[src/rtl/hdmi_pixel_fifo_if.sv]
// Pixel stream bundle between the DVI decoder and the FIFO.
// Carries both handshakes plus occupancy and error status.
interface hdmi_pixel_fifo_if #(
  parameter int CHANNELS      = 3,
  parameter int CHANNEL_WIDTH = 8,
  parameter int DEPTH         = 16
);
  localparam int PW = CHANNELS * CHANNEL_WIDTH;
  localparam int LW = $clog2(DEPTH) + 1;

  logic [PW-1:0] in_pixel;
  logic          in_hsync;
  logic          in_vsync;
  logic          in_de;
  logic          in_valid;
  logic          in_ready;
  logic [PW-1:0] out_pixel;
  logic          out_hsync;
  logic          out_vsync;
  logic          out_de;
  logic          out_valid;
  logic          out_ready;
  logic [LW-1:0] level;
  logic          almost_full;
  logic          overflow;
  logic          underflow;
  logic [15:0]   drop_count;
  logic          clr_flags;

  modport master (
    output in_pixel, in_hsync, in_vsync, in_de, in_valid,
    output out_ready, clr_flags,
    input  in_ready, out_pixel, out_hsync, out_vsync, out_de,
    input  out_valid, level, almost_full, overflow, underflow,
    input  drop_count
  );

  modport slave (
    input  in_pixel, in_hsync, in_vsync, in_de, in_valid,
    input  out_ready, clr_flags,
    output in_ready, out_pixel, out_hsync, out_vsync, out_de,
    output out_valid, level, almost_full, overflow, underflow,
    output drop_count
  );
endinterface

[src/rtl/hdmi_pixel_fifo.sv]
// First-word-fall-through pixel FIFO with sync metadata.
// On overflow it either drops words or flushes to the next frame.
module hdmi_pixel_fifo #(
  parameter int CHANNELS      = 3,
  parameter int CHANNEL_WIDTH = 8,
  parameter int DEPTH         = 16,
  parameter int AFULL_LEVEL   = DEPTH - 2,
  parameter int RESYNC        = 1
) (
  input logic              pclk,
  input logic              rstin,
  hdmi_pixel_fifo_if.slave bus
);
  localparam int PW = CHANNELS * CHANNEL_WIDTH;
  localparam int AW = $clog2(DEPTH);
  localparam int LW = AW + 1;
  localparam int WW = PW + 3;
  localparam logic [LW-1:0] FULL_LVL = LW'(DEPTH);
  localparam logic [LW-1:0] AF_LVL   = LW'(AFULL_LEVEL);

  typedef enum logic {RUN, DISCARD} state_e;

  state_e        state_q;
  logic [WW-1:0] mem_q [DEPTH];
  logic [LW-1:0] wptr_q;
  logic [LW-1:0] rptr_q;
  logic [LW-1:0] level_q;
  logic          vsync_prev_q;
  logic          ovf_q, ovf_d;
  logic          udf_q, udf_d;
  logic [15:0]   cnt_q, cnt_d;

  logic          run, full, empty;
  logic          in_rdy, out_vld;
  logic          wr, rd, drop, flush, fstart;
  logic [WW-1:0] win;

  // Handshake decode and error-flag next state from registered state.
  always_comb begin
    run     = (state_q == RUN);
    full    = (level_q == FULL_LVL);
    empty   = (level_q == '0);
    in_rdy  = run ? !full : 1'b1;
    out_vld = run && !empty;
    drop    = run && bus.in_valid && full;
    flush   = drop && (RESYNC != 0);
    fstart  = !run && bus.in_valid && bus.in_vsync && !vsync_prev_q;
    wr      = (run && bus.in_valid && !full) || fstart;
    rd      = out_vld && bus.out_ready;
    win     = {bus.in_vsync, bus.in_hsync, bus.in_de, bus.in_pixel};
    ovf_d   = bus.clr_flags ? 1'b0 : ovf_q;
    udf_d   = bus.clr_flags ? 1'b0 : udf_q;
    cnt_d   = bus.clr_flags ? 16'd0 : cnt_q;
    if (drop) begin
      ovf_d = 1'b1;
      if (cnt_d != 16'hFFFF) cnt_d = cnt_d + 16'd1;
    end
    if (run && bus.out_ready && !out_vld) udf_d = 1'b1;
  end

  // Storage, pointers, resync state machine and error registers.
  always_ff @(posedge pclk or posedge rstin) begin
    if (rstin) begin
      state_q      <= RUN;
      wptr_q       <= '0;
      rptr_q       <= '0;
      level_q      <= '0;
      vsync_prev_q <= 1'b0;
      ovf_q        <= 1'b0;
      udf_q        <= 1'b0;
      cnt_q        <= '0;
      for (int i = 0; i < DEPTH; i++) mem_q[i] <= '0;
    end else begin
      ovf_q <= ovf_d;
      udf_q <= udf_d;
      cnt_q <= cnt_d;
      if (bus.in_valid) vsync_prev_q <= bus.in_vsync;
      if (wr) mem_q[wptr_q[AW-1:0]] <= win;
      if (flush) begin
        wptr_q  <= '0;
        rptr_q  <= '0;
        level_q <= '0;
        state_q <= DISCARD;
      end else begin
        if (wr) wptr_q <= wptr_q + 1'b1;
        if (rd) rptr_q <= rptr_q + 1'b1;
        level_q <= level_q + LW'(wr) - LW'(rd);
        if (fstart) state_q <= RUN;
      end
    end
  end

  assign bus.in_ready    = in_rdy;
  assign bus.out_valid   = out_vld;
  assign {bus.out_vsync, bus.out_hsync, bus.out_de, bus.out_pixel}
    = mem_q[rptr_q[AW-1:0]];
  assign bus.level       = level_q;
  assign bus.almost_full = (level_q >= AF_LVL);
  assign bus.overflow    = ovf_q;
  assign bus.underflow   = udf_q;
  assign bus.drop_count  = cnt_q;
endmodule

[src/flat_wrapper.sv]
// flat-port wrapper written by rule: the top's interface ports become plain ports
module hdmi_pixel_fifo_flat 
#(
  parameter int CHANNELS      = 3,
  parameter int CHANNEL_WIDTH = 8,
  parameter int DEPTH         = 16,
  parameter int AFULL_LEVEL   = DEPTH - 2,
  parameter int RESYNC        = 1
)
  (pclk, rstin, bus_in_pixel, bus_in_hsync, bus_in_vsync, bus_in_de, bus_in_valid, bus_out_ready, bus_clr_flags, bus_in_ready, bus_out_pixel, bus_out_hsync, bus_out_vsync, bus_out_de, bus_out_valid, bus_level, bus_almost_full, bus_overflow, bus_underflow, bus_drop_count);
  hdmi_pixel_fifo_if #(.CHANNELS(CHANNELS), .CHANNEL_WIDTH(CHANNEL_WIDTH), .DEPTH(DEPTH)) bus_i ();
  input logic pclk;
  input logic rstin;
  input wire logic [$bits(bus_i.in_pixel)-1:0] bus_in_pixel;
  input wire logic [$bits(bus_i.in_hsync)-1:0] bus_in_hsync;
  input wire logic [$bits(bus_i.in_vsync)-1:0] bus_in_vsync;
  input wire logic [$bits(bus_i.in_de)-1:0] bus_in_de;
  input wire logic [$bits(bus_i.in_valid)-1:0] bus_in_valid;
  input wire logic [$bits(bus_i.out_ready)-1:0] bus_out_ready;
  input wire logic [$bits(bus_i.clr_flags)-1:0] bus_clr_flags;
  output wire logic [$bits(bus_i.in_ready)-1:0] bus_in_ready;
  output wire logic [$bits(bus_i.out_pixel)-1:0] bus_out_pixel;
  output wire logic [$bits(bus_i.out_hsync)-1:0] bus_out_hsync;
  output wire logic [$bits(bus_i.out_vsync)-1:0] bus_out_vsync;
  output wire logic [$bits(bus_i.out_de)-1:0] bus_out_de;
  output wire logic [$bits(bus_i.out_valid)-1:0] bus_out_valid;
  output wire logic [$bits(bus_i.level)-1:0] bus_level;
  output wire logic [$bits(bus_i.almost_full)-1:0] bus_almost_full;
  output wire logic [$bits(bus_i.overflow)-1:0] bus_overflow;
  output wire logic [$bits(bus_i.underflow)-1:0] bus_underflow;
  output wire logic [$bits(bus_i.drop_count)-1:0] bus_drop_count;
  assign bus_i.in_pixel = bus_in_pixel;
  assign bus_i.in_hsync = bus_in_hsync;
  assign bus_i.in_vsync = bus_in_vsync;
  assign bus_i.in_de = bus_in_de;
  assign bus_i.in_valid = bus_in_valid;
  assign bus_i.out_ready = bus_out_ready;
  assign bus_i.clr_flags = bus_clr_flags;
  assign bus_in_ready = bus_i.in_ready;
  assign bus_out_pixel = bus_i.out_pixel;
  assign bus_out_hsync = bus_i.out_hsync;
  assign bus_out_vsync = bus_i.out_vsync;
  assign bus_out_de = bus_i.out_de;
  assign bus_out_valid = bus_i.out_valid;
  assign bus_level = bus_i.level;
  assign bus_almost_full = bus_i.almost_full;
  assign bus_overflow = bus_i.overflow;
  assign bus_underflow = bus_i.underflow;
  assign bus_drop_count = bus_i.drop_count;
  hdmi_pixel_fifo #(.CHANNELS(CHANNELS), .CHANNEL_WIDTH(CHANNEL_WIDTH), .DEPTH(DEPTH), .AFULL_LEVEL(AFULL_LEVEL), .RESYNC(RESYNC)) u_core (.pclk(pclk), .rstin(rstin), .bus(bus_i));
endmodule
[config.mk]
export PLATFORM = sky130hd
export DESIGN_NAME = hdmi_pixel_fifo_flat
export DESIGN_NICKNAME = d
export VERILOG_FILES = /design/src/rtl/hdmi_pixel_fifo_if.sv /design/src/rtl/hdmi_pixel_fifo.sv /design/src/flat_wrapper.sv
export SDC_FILE = /design/constraint.sdc
export NUM_CORES = 1
export LEC_CHECK = 0
export BUFFER_PORTS_ARGS = -buffer_cell sky130_fd_sc_hd__buf_2
export CAP_MARGIN = 20
export CORE_MARGIN = 8
export CORE_UTILIZATION = 40
export CTS_CLUSTER_DIAMETER = 30
export CTS_CLUSTER_SIZE = 20
export DETAILED_ROUTE_END_ITERATION = 16
export PLACE_DENSITY_LB_ADDON = 0.1
export SLEW_MARGIN = 20
export SYNTH_ARGS = -nofsm -noshare
export SYNTH_HDL_FRONTEND = slang
export SYNTH_SLANG_ARGS = --single-unit
[constraint.sdc]
create_clock -name pclk -period 18.3 [get_ports pclk]
set_clock_uncertainty 0.15 [all_clocks]
set_input_delay 3.66 -clock pclk [delete_from_list [all_inputs] [get_ports pclk]]
set_output_delay 3.66 -clock pclk [all_outputs]
set_load 0.03 [all_outputs]
==> summary.txt <==
SYNTH
---------------------------------------------------------------------------------
Synthesized-area fraction occupied by and/or/nand/nor cells               0.03625
Post-synthesis compound-gate area fraction                                0.04821
Async set-or-reset flop fraction in the synthesized netlist                 1.000
Yosys top cell by area                                                    dfrtp_1
Register area share after synthesis                                        0.5402
Avg Inst Size Synth                                                     14.33 µm²
Ranking of synthesized cells by area                                 dfrtp_1 54%, mux2_2 22%, mux4_2 5.6%, mux2i_1 5.0%, a221oi_1 2.2%
Yosys warns                                                                     0
Ys flop type                                                              dfrtp_1
Number of nets in the synthesized netlist                                    1551
Portion of netlist area occupied by mux cells                              0.3356
Synth Cell Area                                                         21540 µm²
Top post-synthesis cells by count                                    465 x dfrtp_1, 415 x mux2_2, 108 x mux2i_1
Post-synth EDFFs                                                                0
Distinct cells, synth                                                          54
Post-synthesis share of cell area spent on xor and xnor gates            0.003659
Flops & latches, synth                                                        465
Instance count of the mapped netlist                                         1503
Dominant combinational cell family by area after synthesis           multiplexers
Adder-Cell Fraction of Synth Area                                        0.009642
Cell with the most instances after synthesis                              dfrtp_1
Proportion of netlist area held by the largest area contributor            0.5402

DETAILED ROUTING
---------------------------------------------------------------------------------
DRC                                                                             0
DR WL/cell                                                               23.31 µm
Number of nets with antenna violations after detailed routing                   0
Vias after detailed routing                                                 13412
Via density per instance                                                    5.565
First-pass DRT Iterations                                                       4
Aggregate routed wire length                                             56190 µm
Initial DRC count                                                             714

DIE
---------------------------------------------------------------------------------
Core region area                                                        53500 µm²
I/O pin cnt                                                                    85
Initial cell density of the core                                           0.4027
Die Y-Extent                                                             248.1 µm
Die span in x                                                            248.1 µm
Std-Cell Rows                                                                  85
Die area                                                                61530 µm²

CLOCKING
---------------------------------------------------------------------------------
TritonCTS clock tree                                                          yes
Post-CTS setup-driven buffer insertion count                                    0
Quantity of hold-fixing buffers added after cts                                 0
Worst skew pair latency                                                    630 ps
Clock buffers created by TritonCTS                                            116
Clock slew seen by the registers of the worst setup and hold paths          40 ps
Number of sinks driven by the clock tree                                      465
Root Buffer                                                             clkbuf_16
Post-CTS Resized                                                                0
H-tree depth reported by CTS                                                    3
Maximum clock insertion buffer count                                            3

PWR
---------------------------------------------------------------------------------
Pleak                                                                    12.44 nW
Power density normalized to cell area                                212.1 nW/µm²
Largest vdd supply drop                                                 0.1252 mV

PLACE
---------------------------------------------------------------------------------
Post-Place Cells                                                             2192
Final Wtd Congestion                                                       0.7327
Number of buffer cells added on primary ports                                  84
Placed cell areas                                                       22610 µm²
Placed wire-length estimate after detailed placement                     29660 µm

STA
---------------------------------------------------------------------------------
Total count of hold-check failures in the final report                          0
Sum of negative setup slack                                                  0 ps
Tcrit/Tclk final                                                           0.4128
Measured slew at the worst slew-check pin                                 1039 ps
Max Freq                                                               0.1324 GHz
Time the final worst path needs with I/O delays and setup                 7554 ps
Max-slew violation total from the final report                                  0
Count of final setup violators                                                  0
Relative max-transition margin                                             0.3073
Setup repair after global routing missed its margin                            no

CRITICAL PATH
---------------------------------------------------------------------------------
Largest delay share family, worst path                               buffers and inverters
Critical path arrival                                                     3740 ps
Critical Path Start                                                  u_core.rptr_q[3]
Highest fanout seen on the critical path                                       29
FF-to-FF Start                                                       u_core.bus.level[2]
Number of cells on the worst reg-to-reg path                                   14
Worst path required time                                                 14490 ps
Startpoint type of the worst setup path                                  register
Worst setup path endpoint                                            bus_out_hsync
Number of gates on the worst path with buffers counted                          6
Crit path max-delay cell type                                             dfrtp_2
Endpoint type of the worst setup path                                  output pin
Buf/Inv on CP                                                                   3
Flop2flop setup slack                                                    15090 ps
Max stage delay on crit path                                              1020 ps
Class of the most critical setup path                                  reg -> out
R2R Path End                                                         u_core.bus.level[4]
Crit-path cells                                                      clkinv_1 > buf_4 > a221oi_1 > o21ai_0 > nand2_1 > buf_2

CELLS AND AREA
---------------------------------------------------------------------------------
Number of inserted diodes                                                       0
Share of post-route cells with drive strength above 1                      0.4726
Count of nets after finishing                                                1662
Area taken by flip-flops and latches                                    11650 µm²
Multi-input logic area                                                   9370 µm²
Cell Count, Final, Fillers Out                                               2410
Finished Cell Area                                                      26910 µm²
Layout overhead on the synthesized area                                    24.91%
Fillers                                                                      4555

GLOBAL ROUTING
---------------------------------------------------------------------------------
Initial antenna violation count                                                 3
Vias in the first global route                                              14410
Global-route wire length before repair                                   87930 µm
Total GRT Usage                                                            0.1866
Pin count of the biggest net entering global routing                          178
Total grt overflow                                                              0

HOLD PATH
---------------------------------------------------------------------------------
Worst min-delay path class                                             reg -> reg

FLOW RUN
---------------------------------------------------------------------------------
Maxcap violations                                                               0

STATUS
---------------------------------------------------------------------------------
Status                                                               finished, final reports clean

cell usage in the layout, fill, tap and decap left out, drive strengths merged, types with 3 or more instances in the layout:
master and instances:
and2 4, xnor2 7, mux4 54, inv 22
nor3 5, buf 108, o21ai 33, mux2 438
bufinv 23, or4 4, clkbuf 156, nor2 20
nand4 8, nor4 3, a221oi 54, a21oi 14
ha 15, nand3b 3, nand2 41, clkinv 24
o31ai 3, nor2b 9, a22oi 27, a211oi 3
clkinvlp 12, mux2i 108, nand3 21, nand2b 4
dfrtp 465
metal layers:
layer	vias up	track usage	wire length, µm
met5	-	0	26
met1	7154	0.2469	25410
met4	4	0.05939	1366
met3	116	0.03559	2046
met2	237	0.3083	27340
li1	5901	-	-
how the worst min path moves through the flow:
stage | startpoint | endpoint | slack [ps] | cells past startpoint
after floorplan | u_core.mem_q[297] | u_core.mem_q[297] | 310 | 1
final | u_core.bus.overflow | u_core.bus.overflow | 320 | 1
after detailed placement | u_core.bus.overflow | u_core.bus.overflow | 310 | 1
after CTS | u_core.bus.overflow | u_core.bus.overflow | 320 | 1
after global routing | u_core.bus.overflow | u_core.bus.overflow | 350 | 1
after global placement | u_core.bus.overflow | u_core.bus.overflow | 310 | 1
cell type report:
| class | count | area share |
|---|---|---|
| Inverter | 19 | 0.003023 |
| Clock inverter | 62 | 0.03585 |
| Multi-Input combinational cell | 904 | 0.3483 |
| Sequential cell | 465 | 0.4329 |
| Timing Repair Buffer | 108 | 0.02372 |
| Clock buffer | 156 | 0.1239 |
| Tap cell | 696 | 0.03237 |
through the flow:
stage,power [mW],hold slack [ps],setup slack [ps],util
finish,5.708,318.6,10750,0.5030
global route,6.018,345.1,10440,0.5030
CTS,5.776,323.9,10660,0.5030
detailed placement,3.536,314.4,11350,0.4226
global placement,3.492,313.7,11350,0.4226
floorplan,3.039,313.5,1523,-
power breakdown:
part / switching (mW) / internal, mW
Combinational: 0.872 / 0.849
Clock: 0.620 / 1.58
Sequential: 0.300 / 1.48
logic make-up (layout without fill, tap and decap cells):
family,count (synthesis),after routing
mux,600,600
flops,465,465
compound gates,144,144
simple gates,135,135
buf+inv,134,345
fa+ha+maj,16,16
xor+xnor,9,9
flip-flops by register name, summed over array words and instances (netlist names):
register	cells
u_core.bus.underflow	1
u_core.state_q	1
u_core.wptr_q	4
u_core.vsync_prev_q	1
u_core.bus.level	5
u_core.bus.overflow	1
u_core.mem_q	432
u_core.bus.drop_count	16
u_core.rptr_q	4
Power figures use the tool's default switching activity.
